$ cat src/rtl/fetch_responder.sv
// fetch_responder: boot-region instruction fetch responder with wait states and address-error responses.
// Ports: clk, reset (async, active-high); req_valid/req_addr/req_ready request handshake;
// rsp_valid/rsp_ready/rsp_data/rsp_err response handshake; mem_en/mem_addr/mem_rdata boot memory.
// Macro FETCH_RESP_ALIGN_CHECK_EN: when defined, misaligned addresses produce error responses.
module fetch_responder #(
  parameter int WIDTH = 32,
  parameter int ADDR_W = 10,
  parameter int WAIT_CYCLES = 2,
  parameter logic [WIDTH-1:0] BOOT_BASE = 32'hBFC00000
) (
  input  logic              clk,
  input  logic              reset,
  input  logic              req_valid,
  input  logic [WIDTH-1:0]  req_addr,
  output logic              req_ready,
  output logic              rsp_valid,
  input  logic              rsp_ready,
  output logic [WIDTH-1:0]  rsp_data,
  output logic              rsp_err,
  output logic              mem_en,
  output logic [ADDR_W-1:0] mem_addr,
  input  logic [WIDTH-1:0]  mem_rdata
);
`ifdef FETCH_RESP_ALIGN_CHECK_EN
  localparam bit ALIGN_CHECK = 1'b1;
`else
  localparam bit ALIGN_CHECK = 1'b0;
`endif
  typedef enum logic [1:0] {IDLE, ACCESS, WAIT, RESP} state_t;
  state_t state;
  logic [3:0] cnt;
  logic in_range, addr_err;
  assign in_range = req_addr[WIDTH-1:ADDR_W+2] == BOOT_BASE[WIDTH-1:ADDR_W+2];
  assign addr_err = !in_range || (ALIGN_CHECK && |req_addr[1:0]);
  always_ff @(posedge clk or posedge reset) begin
    if (reset) begin
      state     <= IDLE;
      req_ready <= 1'b1;
      rsp_valid <= 1'b0;
      rsp_err   <= 1'b0;
      rsp_data  <= '0;
      mem_en    <= 1'b0;
      mem_addr  <= '0;
      cnt       <= '0;
    end else begin
      case (state)
        IDLE: if (req_valid) begin
          req_ready <= 1'b0;
          if (addr_err) begin
            state     <= RESP;
            rsp_valid <= 1'b1;
            rsp_err   <= 1'b1;
            rsp_data  <= '0;
          end else begin
            state    <= ACCESS;
            mem_en   <= 1'b1;
            mem_addr <= req_addr[ADDR_W+1:2];
          end
        end
        ACCESS: begin
          mem_en <= 1'b0;
          if (WAIT_CYCLES == 0) begin
            state     <= RESP;
            rsp_valid <= 1'b1;
            rsp_err   <= 1'b0;
            rsp_data  <= mem_rdata;
          end else begin
            state <= WAIT;
            cnt   <= 4'(WAIT_CYCLES - 1);
          end
        end
        WAIT: if (cnt == 4'd0) begin
          state     <= RESP;
          rsp_valid <= 1'b1;
          rsp_err   <= 1'b0;
          rsp_data  <= mem_rdata;
        end else begin
          cnt <= cnt - 4'd1;
        end
        RESP: if (rsp_ready) begin
          state     <= IDLE;
          rsp_valid <= 1'b0;
          req_ready <= 1'b1;
        end
        default: state <= IDLE;
      endcase
    end
  end
endmodule

$ cat config.mk
export PLATFORM = sky130hd
export DESIGN_NAME = fetch_responder
export DESIGN_NICKNAME = d
export VERILOG_FILES = /design/src/rtl/fetch_responder.sv
export SDC_FILE = /design/constraint.sdc
export NUM_CORES = 1
export LEC_CHECK = 0
export ABC_AREA = 1
export BUFFER_PORTS_ARGS = -buffer_cell sky130_fd_sc_hd__buf_2
export CORE_MARGIN = 5
export CORE_UTILIZATION = 30
export DETAILED_ROUTE_END_ITERATION = 16
export GPL_ROUTABILITY_DRIVEN = 0
export GPL_TIMING_DRIVEN = 1
export PLACE_DENSITY = 0.67
export SYNTH_ARGS = -nofsm -noshare
export SYNTH_HDL_FRONTEND = slang
export SYNTH_SLANG_ARGS = --single-unit
$ cat constraint.sdc
create_clock -name clk -period 1.6 [get_ports clk]
set_input_delay 0.08 -clock clk [delete_from_list [all_inputs] [get_ports clk]]
set_output_delay 0.08 -clock clk [all_outputs]
set_load 0.02 [all_outputs]
### Word-level counts from Yosys, hierarchy flattened

Cells that the tools add are included.

| cells by class | value |
|---|---|
| $add $sub $neg | 1 |
| multiply operators | 0 |
| divide/modulo/power cells | 0 |
| order comparisons | 0 |
| eq/ne operators | 10 |
| shift operators | 0 |
| muxes and demuxes | 24 |
| bitwise logic cells | 0 |
| reductions and logical operators | 14 |

Operator list:

| operator | number |
|---|---|
| 32-bit two-way mux | 3 |
| 32-bit one-hot mux with 2 select lines | 1 |
| 20-bit equality test (second input constant) | 1 |
| 2-bit != test (second input constant) | 6 |
| 3-bit AND reduction | 4 |
| 1-bit two-way mux | 9 |
| 2-bit two-way mux | 4 |
| 2-bit one-hot mux with 4 select lines | 1 |
| 4-bit one-hot mux with 2 select lines | 1 |
| 2-bit nonzero test | 4 |
| 1-bit one-hot mux with 2 select lines | 3 |
| 5-bit AND reduction | 1 |
| 2-bit equality test (second input constant) | 2 |
| 4-bit zero test | 1 |
| 4-bit two-way mux | 1 |
| 4-bit AND reduction | 1 |
| 4-bit by 1-bit subtractor with 4-bit output (second input constant) | 1 |
| 1-bit one-hot mux with 3 select lines | 1 |
| 3-bit nonzero test | 1 |
| 2-bit by 1-bit equality test with 1-bit output (second input constant) | 1 |
| 2-bit zero test | 1 |
| 2-bit AND reduction | 1 |

| storage, ports and cells | value |
|---|---|
| register bits | 52 |
| bits in latches | 0 |
| bits in writable memories | 0 |
| bits in read-only memories | 0 |
| input bits | 68 |
| output and inout bits | 46 |
| word-level logic and storage cells | 57 |
| memories kept | 0 |

### Depth between registers and ports, before layout

| logic depth | value |
|---|---|
| word-level depth | 4 |
| gate-level depth with buffers | 11 |
| depth with buffers taken out | 10 |

### Worst setup path before layout

OpenSTA, ideal clock, no wires.

| timing path | value |
|---|---|
| path kind | register to register |
| from | register state[0] |
| to | register rsp_data[14] |
| library setup time | 0.117 ns |
| data arrival time | 1.456 ns |
| data required time | 1.483 ns |
| setup slack | 0.027 ns |
| cell stages (with the launch flop) | 11 |
| path buffers | 2 |
| period minus slack after synthesis | 1.573 ns |
| cells stage by stage | dfrtp_1 inv_1 ha_1 buf_4 nand2_4 o21ai_1 nor2_4 nand2_4 buf_12 nand2_2 nand2_1 |

| between the ends | value |
|---|---|
| word-level cells in the longest chain between the ends | 3 |
| elaborated cells between the ends (all ways) | 8 |
| those cells by class | 4 x eq/ne; 1 x mux; 3 x reduce/logical |

Ends and longest elaborated chain:

| element | RTL line | source |
|---|---|---|
| from (decl) | 30 | `state_t state;` |
| from (signal assigned) | 37 | `state <= IDLE;` |
| from (signal assigned) | 50 | `state <= RESP;` |
| from (signal assigned) | 55 | `state <= ACCESS;` |
| 2-bit equality test or 2-bit zero test (tied branches) | 46 | `case (state)` |
| 2-bit != test (no line) or 2-bit nonzero test (tied branches) | - |  |
| 4-bit AND reduction (no line) | - |  |
| to (signal assigned) | 66 | `rsp_data <= mem_rdata;` |
| to (signal assigned) | 76 | `rsp_data <= mem_rdata;` |
| to (decl) | 18 | `output logic [WIDTH-1:0] rsp_data,` |

Several ways; a longest one is shown, not always the timed one.
A chain may end at the register's enable or synchronous reset.

### Final worst setup path

| timing path | value |
|---|---|
| from | register cnt[1] |
| to | register rsp_data[7] |

| between the ends | value |
|---|---|
| word-level cells in the longest chain between the ends | 3 |

Ends and longest elaborated chain:

| element | RTL line | source |
|---|---|---|
| from (decl) | 31 | `logic [3:0] cnt;` |
| from (signal assigned) | 69 | `cnt <= 4'(WAIT_CYCLES - 1);` |
| from (signal assigned) | 78 | `cnt <= cnt - 4'd1;` |
| 4-bit zero test | 72 | `WAIT: if (cnt == 4'd0) begin` |
| 2-bit != test (no line) | - |  |
| 4-bit AND reduction (no line) | - |  |

No other way between the ends.

==> metrics.yaml <==
logic_synthesis:
  synth.ff_latch_count: 52
  syn_area_sq_um: 2640
  syn_inst: 316
  yosysWarningCount: 0
  synth_fp_nets: 391
  synth.distinct_cells: 28
  ys_seq_area_share_pct: 49.3
  syn_area_per_cell_sq_um: 8.37
die:
  die_w_um: 104
  core_area_sq_um: 8640
  io_pins: 114
  row_count: 34
  dieHeight_um: 104
  start_util_pct: 30.6
  die_area_sq_um: 10800
global_routing:
  grt_overflow_total: 0
  grt_max_degree: 53
  track_usage_pct: 12.7
  grt_antenna_before_repair: 0
  grt_pass1_wl_um: 11800
  grt_pass1_vias: 2586
power:
  power_frac_comb_pct: 58.9
  pwr-share-seq_pct: 30.4
  p_int_mw: 3.80
  powerDensity_nw_per_um2: 1840
  ir_worst_vdd_uv: 640
  total_power_mw: 6.91
  swShare_pct: 44.9
  power_switching_mw: 3.10
  p_clk_share_pct: 10.8
  p_leak_nw: 2.13
timing:
  max_clock_freq_mhz: 656
  final-hold-violation-count: 0
  slew_violations: 0
  tightest_slew_ns: 0.287
  fin_crit_sh_pct: 95.3
  setup-violations-final: 0
  fin_crit_ns: 1.53
  slew_headroom_pct: 80.9
  fin_skew_ns: 0.00382
setup_path:
  critPathKind: "reg -> reg"
  path_cells: "inv_2, ha_4, nand3_2, nand2_2, inv_2, nor2_4, nand2_4, clkbuf_16, nand2_1, nand2_1"
  endpoint_kind: "flip-flop"
  path_max_fanout: 8
  worstPathArrival_ns: 1.72
  cp_slowest_cell: "dfrtp_1"
  max_stage_delay_ns: 0.40
  path_buf_inv: 3
  critPathTopFamily: "simple AND/OR/NAND/NOR gates"
  cp-start-kind: "flip-flop"
  critPathRequiredTime_ns: 1.80
placement:
  dp_cells: 537
  io_buffers: 111
  dp_hpwl_um: 4940
  dpl-instance-area_sq_um: 3410
detailed_routing:
  dr.pass1.iters: 4
  totalWireLength_um: 7380
  route.detailed.drc: 0
  viasPerCell: 4.50
  antenna_left: 0
  drt_iter0_drc: 118
  route.vias.total: 2528
  wire_per_inst_um: 13.1
clocking:
  cts_root_buffer: "clkbuf_8"
  clockBufferDepth: 2
  cts_tree: "done"
  cts_max_level: 2
  cts_made_buffers: 5
  clock_latency_ns: 0.30
  cts.clk_slew.worst_paths_ns: 0.10
  cts.sinks: 52
cells_and_area:
  final-instance-count-excl-fill: 562
  diodes: 0
  final_area_sq_um: 3760
  multi_input_comb_area_sq_um: 1220
  final_layout_size_suffix_gt1_share_pct: 39.0
  seqCellArea_sq_um: 1300
  nets: 528
  fill_cells: 865
  syn_to_final_growth_pct: 42.3
hold_path:
  hold_class: "in -> reg"
status:
  status: "finished clean"
flow_run:
  cap_viol_max_count: 0
## cell families (layout without fill, tap and decap cells)
logic type | Yosys count | count (layout) | share of synthesized area (%)
flip-flops | 52 | 52 | 49.3
AND/OR/NAND/NOR | 210 | 210 | 38.3
buffers and inverters | 35 | 173 | 6.72
AO/OA/AOI/OAI | 12 | 12 | 2.41
adder cells (fa/ha/maj) | 7 | 7 | 3.31
## cell usage after synthesis
cell	count	share of area (%)
a22oi_1	1	0.28
dfrtp_1	51	48
nor2_2	2	0.47
dfstp_2	1	0.99
o22ai_1	1	0.24
a21oi_1	4	0.76
clkbuf_1	3	0.43
nor3_1	2	0.38
inv_2	1	0.14
nor2_4	2	0.85
nand3b_1	32	9.1
nand4_1	1	0.24
nor3_2	1	0.38
nand2_1	144	20
o21ai_1	1	0.19
inv_1	20	2.8
buf_4	2	0.57
o21ai_0	5	0.95
buf_12	1	0.76
buf_6	2	0.85
nand3_2	1	0.38
nand3_1	5	0.95
nand2_2	10	2.4
ha_1	7	3.3
nor3_4	1	0.62
buf_2	6	1.1
nor2_1	6	0.85
nand2_4	3	1.3
## per-layer routing
layer | vias to the layer above | track usage [%] | part of all wire (%) | routed length, um
met5 | - | 0 | 0 | 0
met4 | 0 | 3.70 | 1.1 | 78
met3 | 7 | 3.35 | 7.5 | 554
met2 | 95 | 22.6 | 50 | 3660
met1 | 1168 | 15.0 | 42 | 3090
li1 | 1258 | - | - | -
## flip-flops by register name (all words and copies together) (netlist names)
name and cells:
cnt 4, mem_addr 10, mem_en 1, req_ready 1, rsp_data 32, rsp_err 1
rsp_valid 1, state 2
## final timing paths
kind / startpoint / depth (start not counted) / slack, ns / end
worst min register to register: rsp_data[3]$_DFFE_PP0P_ / 2 / 0.47 / rsp_data[3]$_DFFE_PP0P_
worst max-delay path: cnt[1]$_DFFE_PP0P_ / 10 / 0.07 / rsp_data[7]$_DFFE_PP0P_
min in group asynchronous: reset / 4 / 0.37 / rsp_data[28]$_DFFE_PP0P_
worst max register to register: cnt[1]$_DFFE_PP0P_ / 10 / 0.07 / rsp_data[7]$_DFFE_PP0P_
max in group asynchronous: reset / 4 / 0.95 / req_ready$_DFFE_PP1P_
worst min-delay path: mem_rdata[4] / 4 / 0.08 / rsp_data[4]$_DFFE_PP0P_
## timing repair
item	4_1_cts	5_1_grt
pin swaps	0	3
setup endpoints to repair	22	46
gates resized for setup	2	16
cloned	0	4
hold buffers	11	0
endpoints found under the hold margin	61	0
buffers inserted	0	2
## worst min-delay path, cell delays in order
cell,delay (ns)
buf_2,0.09
nand2_1,0.04
nand3b_1,0.09
nand2_1,0.05
## area by class of cell
type	count	share of cell area [%]
Multi-Input combinational cell	229	32.4
Clock inverter	3	0.499
Timing Repair Buffer	144	25.0
Tap cell	108	3.59
Inverter	21	2.10
Clock buffer	5	1.83
Sequential cell	52	34.6
## power groups by stage
| stage | logic [mW] | clock network [mW] | registers, mW |
|---|---|---|---|
| finish | 4.07 | 0.743 | 2.10 |
| global route | 4.47 | 0.843 | 2.16 |
| CTS | 3.52 | 0.798 | 2.09 |
| detailed placement | 3.47 | 0 | 2.11 |
| global placement | 3.39 | 0 | 2.09 |
| floorplan | 1.89 | 0 | 2.60 |
## stage by stage
| stage | worst slack [ns] | utilization, % | hold slack, ns | setup TNS (ns) |
|---|---|---|---|---|
| 2_1_floorplan | 0.0271 | - | 0.190 | 0 |
| 3_3_place_gp | 0.0283 | 39.4 | 0.152 | 0 |
| 3_5_place_dp | -0.0300 | 39.4 | 0.159 | -0.395 |
| 4_1_cts | 0.00506 | 41.8 | 0.0687 | 0 |
| 5_1_grt | -0.00522 | 43.6 | 0.0828 | -0.00688 |
| 6_report | 0.0749 | 43.6 | 0.0780 | 0 |
## layout by cell type (no fill, tap or decap)
cell type and count:
nor2_2 3, nor2_1 5, nand3b_1 32, nor3_2 1, buf_12 4, nand3_1 4
nand4_1 1, dlygate4sd3_1 11, o21ai_0 4, o22ai_1 1, nor3_1 2, o21ai_2 1
a22oi_1 1, nand2_4 3, clkinv_4 1, buf_2 111, nand2_1 142, ha_4 3
dfstp_2 1, nand2_2 12, dfrtp_1 51, a21oi_1 4, clkbuf_8 5, buf_4 13
o21ai_1 1, clkbuf_16 3, inv_2 7, inv_1 14, ha_1 4, nor3_4 1
nand3_2 2, buf_6 2, nor2_4 2, clkinv_2 2
Power figures use the tool's default switching activity.
